===== config.mk =====
export PLATFORM = sky130hd
export DESIGN_NAME = control_unit
export DESIGN_NICKNAME = d
export VERILOG_FILES = /design/src/rtl/cu_pkg.sv /design/src/rtl/control_unit_sequence_counter.sv /design/src/rtl/control_unit.sv
export SDC_FILE = /design/constraint.sdc
export NUM_CORES = 1
export LEC_CHECK = 0
export BUFFER_PORTS_ARGS = -buffer_cell sky130_fd_sc_hd__buf_2
export CAP_MARGIN = 20
export CORE_ASPECT_RATIO = 1.1
export CORE_UTILIZATION = 40
export DETAILED_ROUTE_END_ITERATION = 7
export GPL_TIMING_DRIVEN = 0
export PLACE_DENSITY = 0.79
export SYNTH_ARGS = -nofsm -noshare
export SYNTH_HDL_FRONTEND = slang
export SYNTH_SLANG_ARGS = --single-unit

===== constraint.sdc =====
create_clock -name clk -period 2 [get_ports clk]
set_input_delay 0.3 -clock clk [delete_from_list [all_inputs] [get_ports clk]]
set_output_delay 0.3 -clock clk [all_outputs]
set_load 0.02 [all_outputs]

===== src/rtl/cu_pkg.sv =====
// Shared encodings for the basic-computer control unit: bus selects,
// opcodes, ALU operations and register-reference bit positions.
package cu_pkg;

    localparam logic [2:0] BUS_NONE = 3'd0;
    localparam logic [2:0] BUS_AR   = 3'd1;
    localparam logic [2:0] BUS_PC   = 3'd2;
    localparam logic [2:0] BUS_DR   = 3'd3;
    localparam logic [2:0] BUS_AC   = 3'd4;
    localparam logic [2:0] BUS_IR   = 3'd5;
    localparam logic [2:0] BUS_TR   = 3'd6;
    localparam logic [2:0] BUS_MEM  = 3'd7;

    localparam logic [2:0] OP_AND = 3'd0;
    localparam logic [2:0] OP_ADD = 3'd1;
    localparam logic [2:0] OP_LDA = 3'd2;
    localparam logic [2:0] OP_STA = 3'd3;
    localparam logic [2:0] OP_BUN = 3'd4;
    localparam logic [2:0] OP_BSA = 3'd5;
    localparam logic [2:0] OP_ISZ = 3'd6;
    localparam logic [2:0] OP_REG = 3'd7;

    localparam logic [2:0] ALU_AND     = 3'd0;
    localparam logic [2:0] ALU_ADD     = 3'd1;
    localparam logic [2:0] ALU_PASS_DR = 3'd2;
    localparam logic [2:0] ALU_CMA     = 3'd3;
    localparam logic [2:0] ALU_CIR     = 3'd4;
    localparam logic [2:0] ALU_CIL     = 3'd5;

    localparam int RR_CLA = 11;
    localparam int RR_CLE = 10;
    localparam int RR_CMA = 9;
    localparam int RR_CME = 8;
    localparam int RR_CIR = 7;
    localparam int RR_CIL = 6;
    localparam int RR_INC = 5;
    localparam int RR_SPA = 4;
    localparam int RR_SNA = 3;
    localparam int RR_SZA = 2;
    localparam int RR_SZE = 1;
    localparam int RR_HLT = 0;

    // True when exactly one register-reference bit is set.
    function automatic logic one_hot12(input logic [11:0] v);
        return (v != 12'd0) && ((v & (v - 12'd1)) == 12'd0);
    endfunction

endpackage


===== src/rtl/control_unit_sequence_counter.sv =====
// Timing-state counter: hold freezes it, clr returns it to T0, inc steps it.
module sequence_counter #(
    parameter int SC_WIDTH = 4
) (
    input  logic                clk,
    input  logic                rst,
    input  logic                inc,
    input  logic                clr,
    input  logic                hold,
    output logic [SC_WIDTH-1:0] count
);

    // Counter register; hold has priority so a halted machine stays at T0.
    always_ff @(posedge clk) begin
        if (rst)
            count <= '0;
        else if (hold)
            count <= count;
        else if (clr)
            count <= '0;
        else if (inc)
            count <= count + SC_WIDTH'(1);
    end

endmodule


===== src/rtl/control_unit.sv =====
// Timing and control for the basic computer: decodes SC, IR and flags into
// bus select, register strobes and ALU op for the common-bus datapath.
// Optional build macro CU_ILLEGAL_HALT_EN: malformed register-reference and
// all I/O instructions halt the machine and raise a sticky illegal flag.
//
// state | meaning
// T0    | AR <- PC
// T1    | IR <- M[AR], PC <- PC + 1
// T2    | AR <- IR[11:0]
// T3    | register-ref / I/O execute, or indirect AR <- M[AR]
// T4    | memory-ref first execute cycle
// T5    | memory-ref second execute cycle
// T6    | ISZ write-back and skip
// T7+   | undecoded, return to T0
module control_unit
    import cu_pkg::*;
#(
    parameter int WIDTH    = 16,
    parameter int SC_WIDTH = 4
) (
    input  logic                clk,
    input  logic                rst,
    input  logic [WIDTH-1:0]    ir,
    input  logic                dr_zero,
    input  logic                ac_msb,
    input  logic                ac_zero,
    input  logic                e_flag,
    output logic [2:0]          bus_sel,
    output logic                ar_ld,
    output logic                ar_inc,
    output logic                pc_ld,
    output logic                pc_inc,
    output logic                dr_ld,
    output logic                dr_inc,
    output logic                ac_ld,
    output logic                ac_clr,
    output logic                ac_inc,
    output logic                ir_ld,
    output logic                mem_wr,
    output logic [2:0]          alu_op,
    output logic                e_ld,
    output logic                e_clr,
    output logic                e_cmp,
`ifdef CU_ILLEGAL_HALT_EN
    output logic                illegal,
`endif
    output logic                halted,
    output logic [SC_WIDTH-1:0] sc
);

    logic [SC_WIDTH-1:0] sc_q;
    logic                sc_clr;
    logic                halted_q;
    logic                hlt_set;
    logic                rr_ok;
    logic                i_bit;
    logic [2:0]          op;
    logic [11:0]         rr;
`ifdef CU_ILLEGAL_HALT_EN
    logic                ill_set;
    logic                illegal_q;
`endif

    assign i_bit = ir[WIDTH-1];
    assign op    = ir[WIDTH-2 -: 3];
    assign rr    = ir[11:0];

    sequence_counter #(.SC_WIDTH(SC_WIDTH)) u_sc (
        .clk   (clk),
        .rst   (rst),
        .inc   (!sc_clr),
        .clr   (sc_clr),
        .hold  (halted_q),
        .count (sc_q)
    );

    // Halt and illegal flags are sticky until reset.
    always_ff @(posedge clk) begin
        if (rst) begin
            halted_q <= 1'b0;
`ifdef CU_ILLEGAL_HALT_EN
            illegal_q <= 1'b0;
`endif
        end else begin
            if (hlt_set)
                halted_q <= 1'b1;
`ifdef CU_ILLEGAL_HALT_EN
            if (ill_set) begin
                halted_q  <= 1'b1;
                illegal_q <= 1'b1;
            end
`endif
        end
    end

    // Next-state: decide where each instruction ends and SC returns to T0.
    always_comb begin
        sc_clr = 1'b0;
        case (sc_q)
            SC_WIDTH'(0), SC_WIDTH'(1), SC_WIDTH'(2): sc_clr = 1'b0;
            SC_WIDTH'(3): sc_clr = (op == OP_REG);
            SC_WIDTH'(4): sc_clr = (op == OP_STA) || (op == OP_BUN) || (op == OP_REG);
            SC_WIDTH'(5): sc_clr = (op != OP_ISZ);
            default:      sc_clr = 1'b1;
        endcase
    end

    // Output decode of the current timing state; silent in reset and halt.
    always_comb begin
        bus_sel = BUS_NONE;
        ar_ld   = 1'b0;
        ar_inc  = 1'b0;
        pc_ld   = 1'b0;
        pc_inc  = 1'b0;
        dr_ld   = 1'b0;
        dr_inc  = 1'b0;
        ac_ld   = 1'b0;
        ac_clr  = 1'b0;
        ac_inc  = 1'b0;
        ir_ld   = 1'b0;
        mem_wr  = 1'b0;
        alu_op  = ALU_AND;
        e_ld    = 1'b0;
        e_clr   = 1'b0;
        e_cmp   = 1'b0;
        hlt_set = 1'b0;
        rr_ok   = 1'b0;
`ifdef CU_ILLEGAL_HALT_EN
        ill_set = 1'b0;
`endif
        if (!rst && !halted_q) begin
            case (sc_q)
                SC_WIDTH'(0): begin
                    bus_sel = BUS_PC;
                    ar_ld   = 1'b1;
                end
                SC_WIDTH'(1): begin
                    bus_sel = BUS_MEM;
                    ir_ld   = 1'b1;
                    pc_inc  = 1'b1;
                end
                SC_WIDTH'(2): begin
                    bus_sel = BUS_IR;
                    ar_ld   = 1'b1;
                end
                SC_WIDTH'(3): begin
                    if (op == OP_REG) begin
                        rr_ok = !i_bit;
`ifdef CU_ILLEGAL_HALT_EN
                        rr_ok   = !i_bit && one_hot12(rr);
                        ill_set = !rr_ok;
`endif
                        if (rr_ok) begin
                            ac_clr = rr[RR_CLA];
                            e_clr  = rr[RR_CLE];
                            ac_ld  = (rr[RR_CMA] | rr[RR_CIR] | rr[RR_CIL]) & ~rr[RR_CLA];
                            ac_inc = rr[RR_INC] & ~rr[RR_CLA];
                            e_cmp  = rr[RR_CME] & ~rr[RR_CLE];
                            e_ld   = (rr[RR_CIR] | rr[RR_CIL]) & ~rr[RR_CLE];
                            if (rr[RR_CMA])
                                alu_op = ALU_CMA;
                            else if (rr[RR_CIL])
                                alu_op = ALU_CIL;
                            else if (rr[RR_CIR])
                                alu_op = ALU_CIR;
                            pc_inc = (rr[RR_SPA] & ~ac_msb) | (rr[RR_SNA] & ac_msb) |
                                     (rr[RR_SZA] & ac_zero) | (rr[RR_SZE] & ~e_flag);
                            hlt_set = rr[RR_HLT];
                        end
                    end else if (i_bit) begin
                        bus_sel = BUS_MEM;
                        ar_ld   = 1'b1;
                    end
                end
                SC_WIDTH'(4): begin
                    case (op)
                        OP_AND, OP_ADD, OP_LDA, OP_ISZ: begin
                            bus_sel = BUS_MEM;
                            dr_ld   = 1'b1;
                        end
                        OP_STA: begin
                            bus_sel = BUS_AC;
                            mem_wr  = 1'b1;
                        end
                        OP_BUN: begin
                            bus_sel = BUS_AR;
                            pc_ld   = 1'b1;
                        end
                        OP_BSA: begin
                            bus_sel = BUS_PC;
                            mem_wr  = 1'b1;
                            ar_inc  = 1'b1;
                        end
                        default: ;
                    endcase
                end
                SC_WIDTH'(5): begin
                    case (op)
                        OP_AND: begin
                            ac_ld  = 1'b1;
                            alu_op = ALU_AND;
                        end
                        OP_ADD: begin
                            ac_ld  = 1'b1;
                            alu_op = ALU_ADD;
                            e_ld   = 1'b1;
                        end
                        OP_LDA: begin
                            ac_ld  = 1'b1;
                            alu_op = ALU_PASS_DR;
                        end
                        OP_BSA: begin
                            bus_sel = BUS_AR;
                            pc_ld   = 1'b1;
                        end
                        OP_ISZ: dr_inc = 1'b1;
                        default: ;
                    endcase
                end
                SC_WIDTH'(6): begin
                    if (op == OP_ISZ) begin
                        bus_sel = BUS_DR;
                        mem_wr  = 1'b1;
                        pc_inc  = dr_zero;
                    end
                end
                default: ;
            endcase
        end
    end

    assign sc     = rst ? '0 : sc_q;
    assign halted = rst ? 1'b0 : halted_q;
`ifdef CU_ILLEGAL_HALT_EN
    assign illegal = rst ? 1'b0 : illegal_q;
`endif

endmodule


==> results of run 1 <==
## timing repair
item,CTS,global route
setup endpoints to repair,16,15
resized for setup,44,8
pin swaps,11,3
buffers inserted,9,2
## routing by layer
layer	vias to the layer above	share of wire	track usage
li1	586	-	-
met1	567	0.41	0.331
met2	41	0.51	0.455
met3	12	0.049	0.0403
met4	0	0.032	0.152
met5	-	0	0
## report_power, final
group	internal [mW]	leakage (nW)	switching, mW
registers	0.134	0.0425	0.0433
logic	0.314	0.575	0.388
clock network	0.0758	0.0150	0.0472
## worst max path at each step
stage	endpoint	depth (start not counted)	startpoint	slack (ns)
after floorplan	ac_inc	5	u_sc.count[0]	-0.1
after global placement	pc_inc	6	u_sc.count[0]	-0.20
after detailed placement	ac_inc	6	u_sc.count[0]	-0.25
after CTS	e_ld	8	u_sc.count[0]	-0.02
after global routing	alu_op[0]	7	u_sc.count[1]	-0.17
final	e_ld	8	u_sc.count[0]	-0.07
## area by class of cell
| class | instances | share of cell area |
|---|---|---|
| multi-input cells | 105 | 0.559 |
| repair buffers | 56 | 0.261 |
| flip-flops and latches | 5 | 0.0795 |
| plain buffers | 8 | 0.0347 |
| well taps | 27 | 0.0247 |
| inverters | 8 | 0.0219 |
| clock buffers | 4 | 0.0192 |
## cell families after synthesis
kind of cell / synth area share
mux: 0.0135
simple gates: 0.425
compound gates: 0.293
fa+ha+maj: 0.0599
flops: 0.120
buf+inv: 0.0883
## sequential cells by signal, summed over array words and instances (netlist names)
name,cells
u_sc.count,4
halted_q,1
## cell usage in the layout (no fill, tap or decap), types with 4 or more instances in the layout
| cell | count |
|---|---|
| sky130_fd_sc_hd__buf_6 | 7 |
| sky130_fd_sc_hd__o21ai_0 | 4 |
| sky130_fd_sc_hd__nor2b_1 | 4 |
| sky130_fd_sc_hd__a22oi_1 | 4 |
| sky130_fd_sc_hd__inv_1 | 6 |
| sky130_fd_sc_hd__buf_2 | 39 |
| sky130_fd_sc_hd__and3_1 | 6 |
| sky130_fd_sc_hd__nor2_1 | 13 |
| sky130_fd_sc_hd__nor3_1 | 4 |
| sky130_fd_sc_hd__buf_4 | 16 |
| sky130_fd_sc_hd__a21oi_1 | 10 |
| sky130_fd_sc_hd__nand2_1 | 7 |
| sky130_fd_sc_hd__clkbuf_4 | 4 |
## per-stage QoR
stage,hold WS [ns],setup WS (ns),setup TNS [ns]
floorplan,0.441,-0.0991,-0.250
global route,0.324,-0.165,-1.70
detailed placement,0.537,-0.248,-1.32
global placement,0.523,-0.199,-0.944
CTS,0.309,-0.0180,-0.0591
finish,0.310,-0.0737,-0.360
## Yosys cell counts
cell type                   count
sky130_fd_sc_hd__and3_1         8
sky130_fd_sc_hd__o31ai_1        2
sky130_fd_sc_hd__a32o_1         2
sky130_fd_sc_hd__nand4b_1       1
sky130_fd_sc_hd__nand4_1        3
sky130_fd_sc_hd__clkbuf_1       2
sky130_fd_sc_hd__a211oi_1       2
sky130_fd_sc_hd__nand2_1        9
sky130_fd_sc_hd__o311a_1        1
sky130_fd_sc_hd__inv_1          8
sky130_fd_sc_hd__nor3b_4        1
sky130_fd_sc_hd__mux2_2         1
sky130_fd_sc_hd__ha_1           4
sky130_fd_sc_hd__and3b_1        3
sky130_fd_sc_hd__nor2_1        15
sky130_fd_sc_hd__nor3b_1        4
sky130_fd_sc_hd__buf_6          1
sky130_fd_sc_hd__a31oi_1        1
sky130_fd_sc_hd__nor2b_1        4
sky130_fd_sc_hd__o21ai_1        1
sky130_fd_sc_hd__or2_2          1
sky130_fd_sc_hd__dfxtp_1        5
sky130_fd_sc_hd__o21ai_0        7
sky130_fd_sc_hd__a32oi_1        1
sky130_fd_sc_hd__nand3b_1       3
sky130_fd_sc_hd__a22oi_1        4
sky130_fd_sc_hd__nand3_1        3
sky130_fd_sc_hd__o22ai_1        2
sky130_fd_sc_hd__buf_2          5
sky130_fd_sc_hd__a2bb2oi_1      1
sky130_fd_sc_hd__o21bai_1       1
sky130_fd_sc_hd__a21oi_1       12
sky130_fd_sc_hd__o2111a_1       1
sky130_fd_sc_hd__nand2b_1       1
sky130_fd_sc_hd__nor3_1         5
sky130_fd_sc_hd__nor3b_2        1
## critical path: stages (launching register included)
cell and delay [ns]:
sky130_fd_sc_hd__dfxtp_4 0.38, sky130_fd_sc_hd__ha_4 0.13, sky130_fd_sc_hd__nor3b_4 0.18, sky130_fd_sc_hd__nor3b_4 0.23
sky130_fd_sc_hd__buf_6 0.15, sky130_fd_sc_hd__buf_6 0.11, sky130_fd_sc_hd__nand2_2 0.04, sky130_fd_sc_hd__a21oi_2 0.14
sky130_fd_sc_hd__buf_6 0.14
==> out/summary.md, run 1 <==
The tools report the final max-slew violation count as 0. Setup violations remaining at the end of the flow were counted as 13. At the end of routability-driven placement, the weighted congestion stood at 0.844. Synthesis produced 126 cells. The tools report the clock tree skew after final layout as 0.00143 ns.

The dominant cell type by area after synthesis is sky130_fd_sc_hd__dfxtp_1. Summing all multi-input logic gate instances after layout gives 766 sq um. The logs give 0.482 GHz for the maximum operating frequency and 0.10 ns for the slack of the worst reg-to-reg path. The largest fanout on the critical path is 5. Dividing the synthesized area by the synthesized cell count gives 6.63 sq um. The worst hold path was traced through 3 stages. The total track usage was 0.277; the worst slew slack as a fraction of its limit was 0.728.

The synthesis-to-layout area growth is 63.9%. In this run the tool buffered the top-level ports with 45 buffer cells. The detail route stage leaves a number of antenna-violating nets equal to 0.

The number of global-route vias before repair came out at 1123. The logs give 0 for the number of hold-slack violations in the final timing report and 1370 sq um for the area of all placed cells without fillers. The number of hold-repair buffers added at the cts stage was 0. By startpoint and endpoint, the worst setup path is classified as reg2out. In this run, placement finished with an instance count of 198.

STA puts the critical path data arrival time at 1.77 ns. After synthesis the cells add up to 836 sq um. The worst hold path belongs to the class in2reg.

The floorplan step defined a die boundary enclosing 2280 sq um. The fraction of layout cells with a size suffix above 1 is 0.505, and the clock latency on the worst-skew pair is 0.25 ns. The net count of the mapped netlist was 152; the count of clock tree sinks was 5. 47 I/O pins were placed. Setup repair after global routing could not meet its margin everywhere.

In this run, the number of DRC markers left after iteration 0 of detailed routing was 25. The layout has 138 filler cells. The cell depth of the worst flop-to-flop path was 8. No sink is reached through more buffers than the 2 on the longest clock path. The final critical-path setup slack was -0.0737 ns; the initial antenna violation count was 0.

For this run the aggregate overflow at the end of global routing stands at 0. Entering global routing, the biggest net connects 11 pins. In the final layout, flip-flops and latches occupy 109 sq um. Using the TritonRoute via totals, the vias-per-cell ratio works out to 5.66. The tools report the count of nets after finishing as 213. TritonCTS built the clock tree. The run gives 4 as the number of iterations in the first detailed-routing pass. The utilization after layout was 0.736; the final critical path time including I/O delays and setup was 2.07 ns. Total of flip-flops plus latches after synthesis: 5.

The final reports fail on setup timing. After layout, the design draws a total of 1.00 mW. For the worst setup path, the data required time is 1.70 ns. The number of clock buffers added by TritonCTS is 3.

The run gives 0 as the remaining design rule violation count. In the final routed layout, each cell accounts on average for 13.8 um. The non-filler instance count after layout is 213. The logs give 0.120 for the post-synthesis sequential area ratio and 2020 um for the sum of net half-perimeters after detailed placement. For the initial standard-cell utilization of the core, the log shows 0.449. Summed over all cells, the static leakage comes to 0.633 nW. Count of unique library cells instantiated by Yosys: 36. The startpoint of the tightest hold check path was ir[0]. The worst register-to-register path ends at u_sc.count[1].

The logs give 1100 sq um for the instance area after placement and 0.781 mV for the worst voltage drop across the vdd grid. The first global-routing pass estimated 4720 um of wire. The worst setup path is captured at an output pin.

Die extent in x: 45.6 um. The run finished, with violations left. The clock input transition at the sequential cells of the worst setup and hold paths came out at 0.04 ns.

Final period utilization: 1.04. The Yosys step of the flow raised 0 warnings. The path with the worst hold slack has its endpoint at halted_q. The die boundary height was 49.9 um; the area of the core was 1860 sq um. The number of max-cap violations is 0. The tools report the worst reg2reg path startpoint as u_sc.count[0]. The floorplan has 16 rows. For this block, the via count after detailed routing is 1206. The wire length reported by the detailed router came out at 2940 um. STA classifies the critical path startpoint as a flop. Power spread over the standard cell area amounts to 732 nW/um^2. The tree is rooted in a sky130_fd_sc_hd__clkbuf_4. The diode insertion count for antenna repair was 0; the transition time at the pin with the least slew margin was 0.408 ns. For the number of levels in the clock H-tree, the log shows 1.

By area the synthesized netlist is led by sky130_fd_sc_hd__dfxtp_1 (12%), sky130_fd_sc_hd__a21oi_1 (7.2%), sky130_fd_sc_hd__nor2_1 (6.7%). Share of the synthesized area in the top cell type: 0.120.
No activity file was read; power rests on OpenSTA's default activity.
==> run 2, diff against run 1 <==
Settings changed: CELL_PAD_IN_SITES_DETAIL_PLACEMENT set to 0, CELL_PAD_IN_SITES_GLOBAL_PLACEMENT set to 2, CORE_UTILIZATION 40 to 21.
==> run 2 against run 1 <==
The flow still finishes with violations (setup timing). Clock skew up 0.0048 ns. Count of clock-buffer cells in the layout unchanged. Sequential share of layout area down 0.54 points. Utilization down 34 points. Critical path type unchanged. Critical endpoint is now ac_inc.
==> out/summary.md, run 2 (synthesis results as in run 1) <==
The flow ran to the end, but the final reports show violations. The checks that failed: setup timing. The arrival time of the worst setup path came out at 1.72 ns (-0.05 ns). The count of clock tree sinks is 5 (unchanged), and the maximum operating frequency is 0.494 GHz (+2.5%). The tools report the critical path capture point type as an output pin. Count of nets after finishing: 217 (+1.9%). The die extent in x is 62.2 um (+36%), and the total track usage is 0.141 (-0.136). The number of port buffers works out to 45 (unchanged). In the layout the commonest cells are sky130_fd_sc_hd__buf_2 (37), sky130_fd_sc_hd__buf_4 (25), sky130_fd_sc_hd__nor2_1 (13).

The wire length reported by the detailed router was 3240 um (+10%). The diode insertion count for antenna repair was 0 (unchanged); the number of buffers created by CTS was 3 (unchanged). The required time of the worst setup path was 1.70 ns (about the same); the clock latency on the worst-skew pair was 0.23 ns (-0.02 ns).

The run gives 4240 sq um (+86%) as the die area. Setup repair after global routing could not meet its margin everywhere. The flip-flop count of the largest register after layout came out at 4 (unchanged). The remaining design rule violation count was 0 (unchanged). The tools report the pre-CTS setup slack as -0.215 ns (+0.0332 ns). The final critical-path setup slack was -0.0239 ns (+0.0498 ns).

The number of global-route vias before repair is 1052 (-6.3%), and the area of the core is 3710 sq um (+99%). The number of hold-repair buffers added at the cts stage was 0 (unchanged). The logs give 240 (+13%) for the non-filler instance count after layout and 2370 um (+18%) for the sum of net half-perimeters after detailed placement. The fraction of layout cells with a size suffix above 1 was 0.511 (+0.00515); the vias after detailed routing was 1178 (-2.3%). The transition time at the pin with the least slew margin came out at 0.462 ns (+0.0532 ns). Count of final setup violators: 6 (-7). Clock tree skew after final layout: 0.00626 ns (+0.00483 ns).

The kind of critical path was reg2out. Commonest non-fill, non-tap cell in the layout: sky130_fd_sc_hd__buf_2. The final period utilization was 1.01 (-0.0249); the remaining number of nets flagged by the antenna check after routing was 0 (unchanged). The detailed-route wire length per cell is 13.5 um (-2.3%).

Final critical path time including I/O delays and setup: 2.02 ns (-0.0498 ns). The largest fanout on the critical path is 7 (+2). TritonCTS built the clock tree. The initial standard-cell utilization of the core is 0.225 (-0.224). The ratio of total power to cell area was 817 nW/um^2 (+12%). The register containing the most flip-flops in the final layout was u_sc.count. The row count is 23 (+7), and the worst voltage drop across the vdd grid is 0.622 mV (-20%).

The number of hold-slack violations in the final timing report is 0 (unchanged). The boundary pin count was 47 (unchanged); the final estimated routing congestion in global placement was 0.854 (+1.2%). The cell leakage power came out at 0.676 nW (+6.8%).

The initial antenna violation count was 0 (unchanged). The pin count of the biggest net entering global routing was 11 (unchanged). The die boundary height was 68.2 um (+36%). The instance area after placement was 1130 sq um (+2.6%); the synthesis-to-layout area growth was 75.9%. The post-route total power came out at 1.20 mW (+20%). The tools report the type of origin of the critical path as a flop. In the final layout, the registers with the most flip-flops are u_sc.count (4), halted_q (1).

The number of max-cap violations is 0 (unchanged). The tools report the number of levels in the clock H-tree as 1 (unchanged). The clock input transition at the sequential cells of the worst setup and hold paths came out at 0.04 ns (about the same). The number of iterations in the first detailed-routing pass was 4 (unchanged).

The worst slew slack as a fraction of its limit is 0.692 (-0.0355), and the wire length of the first global-routing pass is 4770 um (+1.0%). The cell total after placement was 221 (+12%). The final max-slew violation count is 0 (unchanged), and the buffer depth of the longest clock path is 2 (unchanged).

The number of design-rule violations left by the first detailed-router iteration is 77 (+210%), and the number of vias per cell is 4.91 (-13%). The area of all placed cells without fillers was 1470 sq um (+7.3%). The path class of the tightest hold or removal check is in2reg. Total global routing overflow: 0 (unchanged). The tools report the cell chosen for the clock root as sky130_fd_sc_hd__clkbuf_8.
==> run 2: cell types whose count changed in the layout (fill, tap and decap cells not counted), sizes merged <==
cell and delta:
buf +4
==> run 2: final timing paths <==
path / startpoint / depth (start not counted) / to / slack (ns)
setup / recovery: u_sc.count[0] / 7 / ac_inc / -0.02
hold / removal: ir[0] / 3 / halted_q / 0.32
setup reg to reg: u_sc.count[0] / 8 / u_sc.count[1] / 0.11
hold reg to reg: halted_q / 2 / u_sc.count[0] / 0.55
==> run 2: layer usage <==
| layer | wire [um] | track usage |
|---|---|---|
| met1 | 1370 | 0.181 |
| met2 | 1690 | 0.234 |
| met3 | 126 | 0.0183 |
| met4 | 57 | 0.0785 |
| met5 | 0 | 0 |
==> run 2: what timing repair did <==
item	CTS	global route
hold endpoints to repair	0	0
buffers inserted	11	4
setup endpoints to repair	16	15
pin swaps	8	5
gates resized for setup	33	21
==> run 2: power by group <==
part           switching, mW  internal [mW]
registers             0.0379          0.134
logic                  0.436          0.400
clock network         0.0558          0.137
==> run 2: per-stage QoR <==
| stage | utilization | setup TNS [ns] | hold WS [ns] |
|---|---|---|---|
| final | 0.396 | -0.0793 | 0.316 |
| after global routing | 0.396 | -0.905 | 0.343 |
| after CTS | 0.366 | 0 | 0.316 |
| after detailed placement | 0.304 | -1.18 | 0.533 |
| after global placement | 0.304 | -1.48 | 0.528 |
| after floorplan | - | -0.250 | 0.441 |
==> run 2: worst max-delay path, stage by stage, from the launching register on <==
cell and delay [ns]:
sky130_fd_sc_hd__dfxtp_4 0.37, sky130_fd_sc_hd__ha_4 0.14, sky130_fd_sc_hd__nor3b_4 0.18, sky130_fd_sc_hd__nor3b_4 0.21, sky130_fd_sc_hd__buf_6 0.16, sky130_fd_sc_hd__nand2_4 0.07
sky130_fd_sc_hd__nor3b_2 0.20, sky130_fd_sc_hd__buf_4 0.17
==> run 2: area by class of cell <==
type / count / area, sq um
Inverter: 8 / 30.0
Clock buffer: 4 / 45.0
Fill cell: 403 / 2240
Multi-Input combinational cell: 105 / 795
Tap cell: 50 / 62.6
Timing Repair Buffer: 60 / 379
Sequential cell: 5 / 109
Buffer: 8 / 50.0
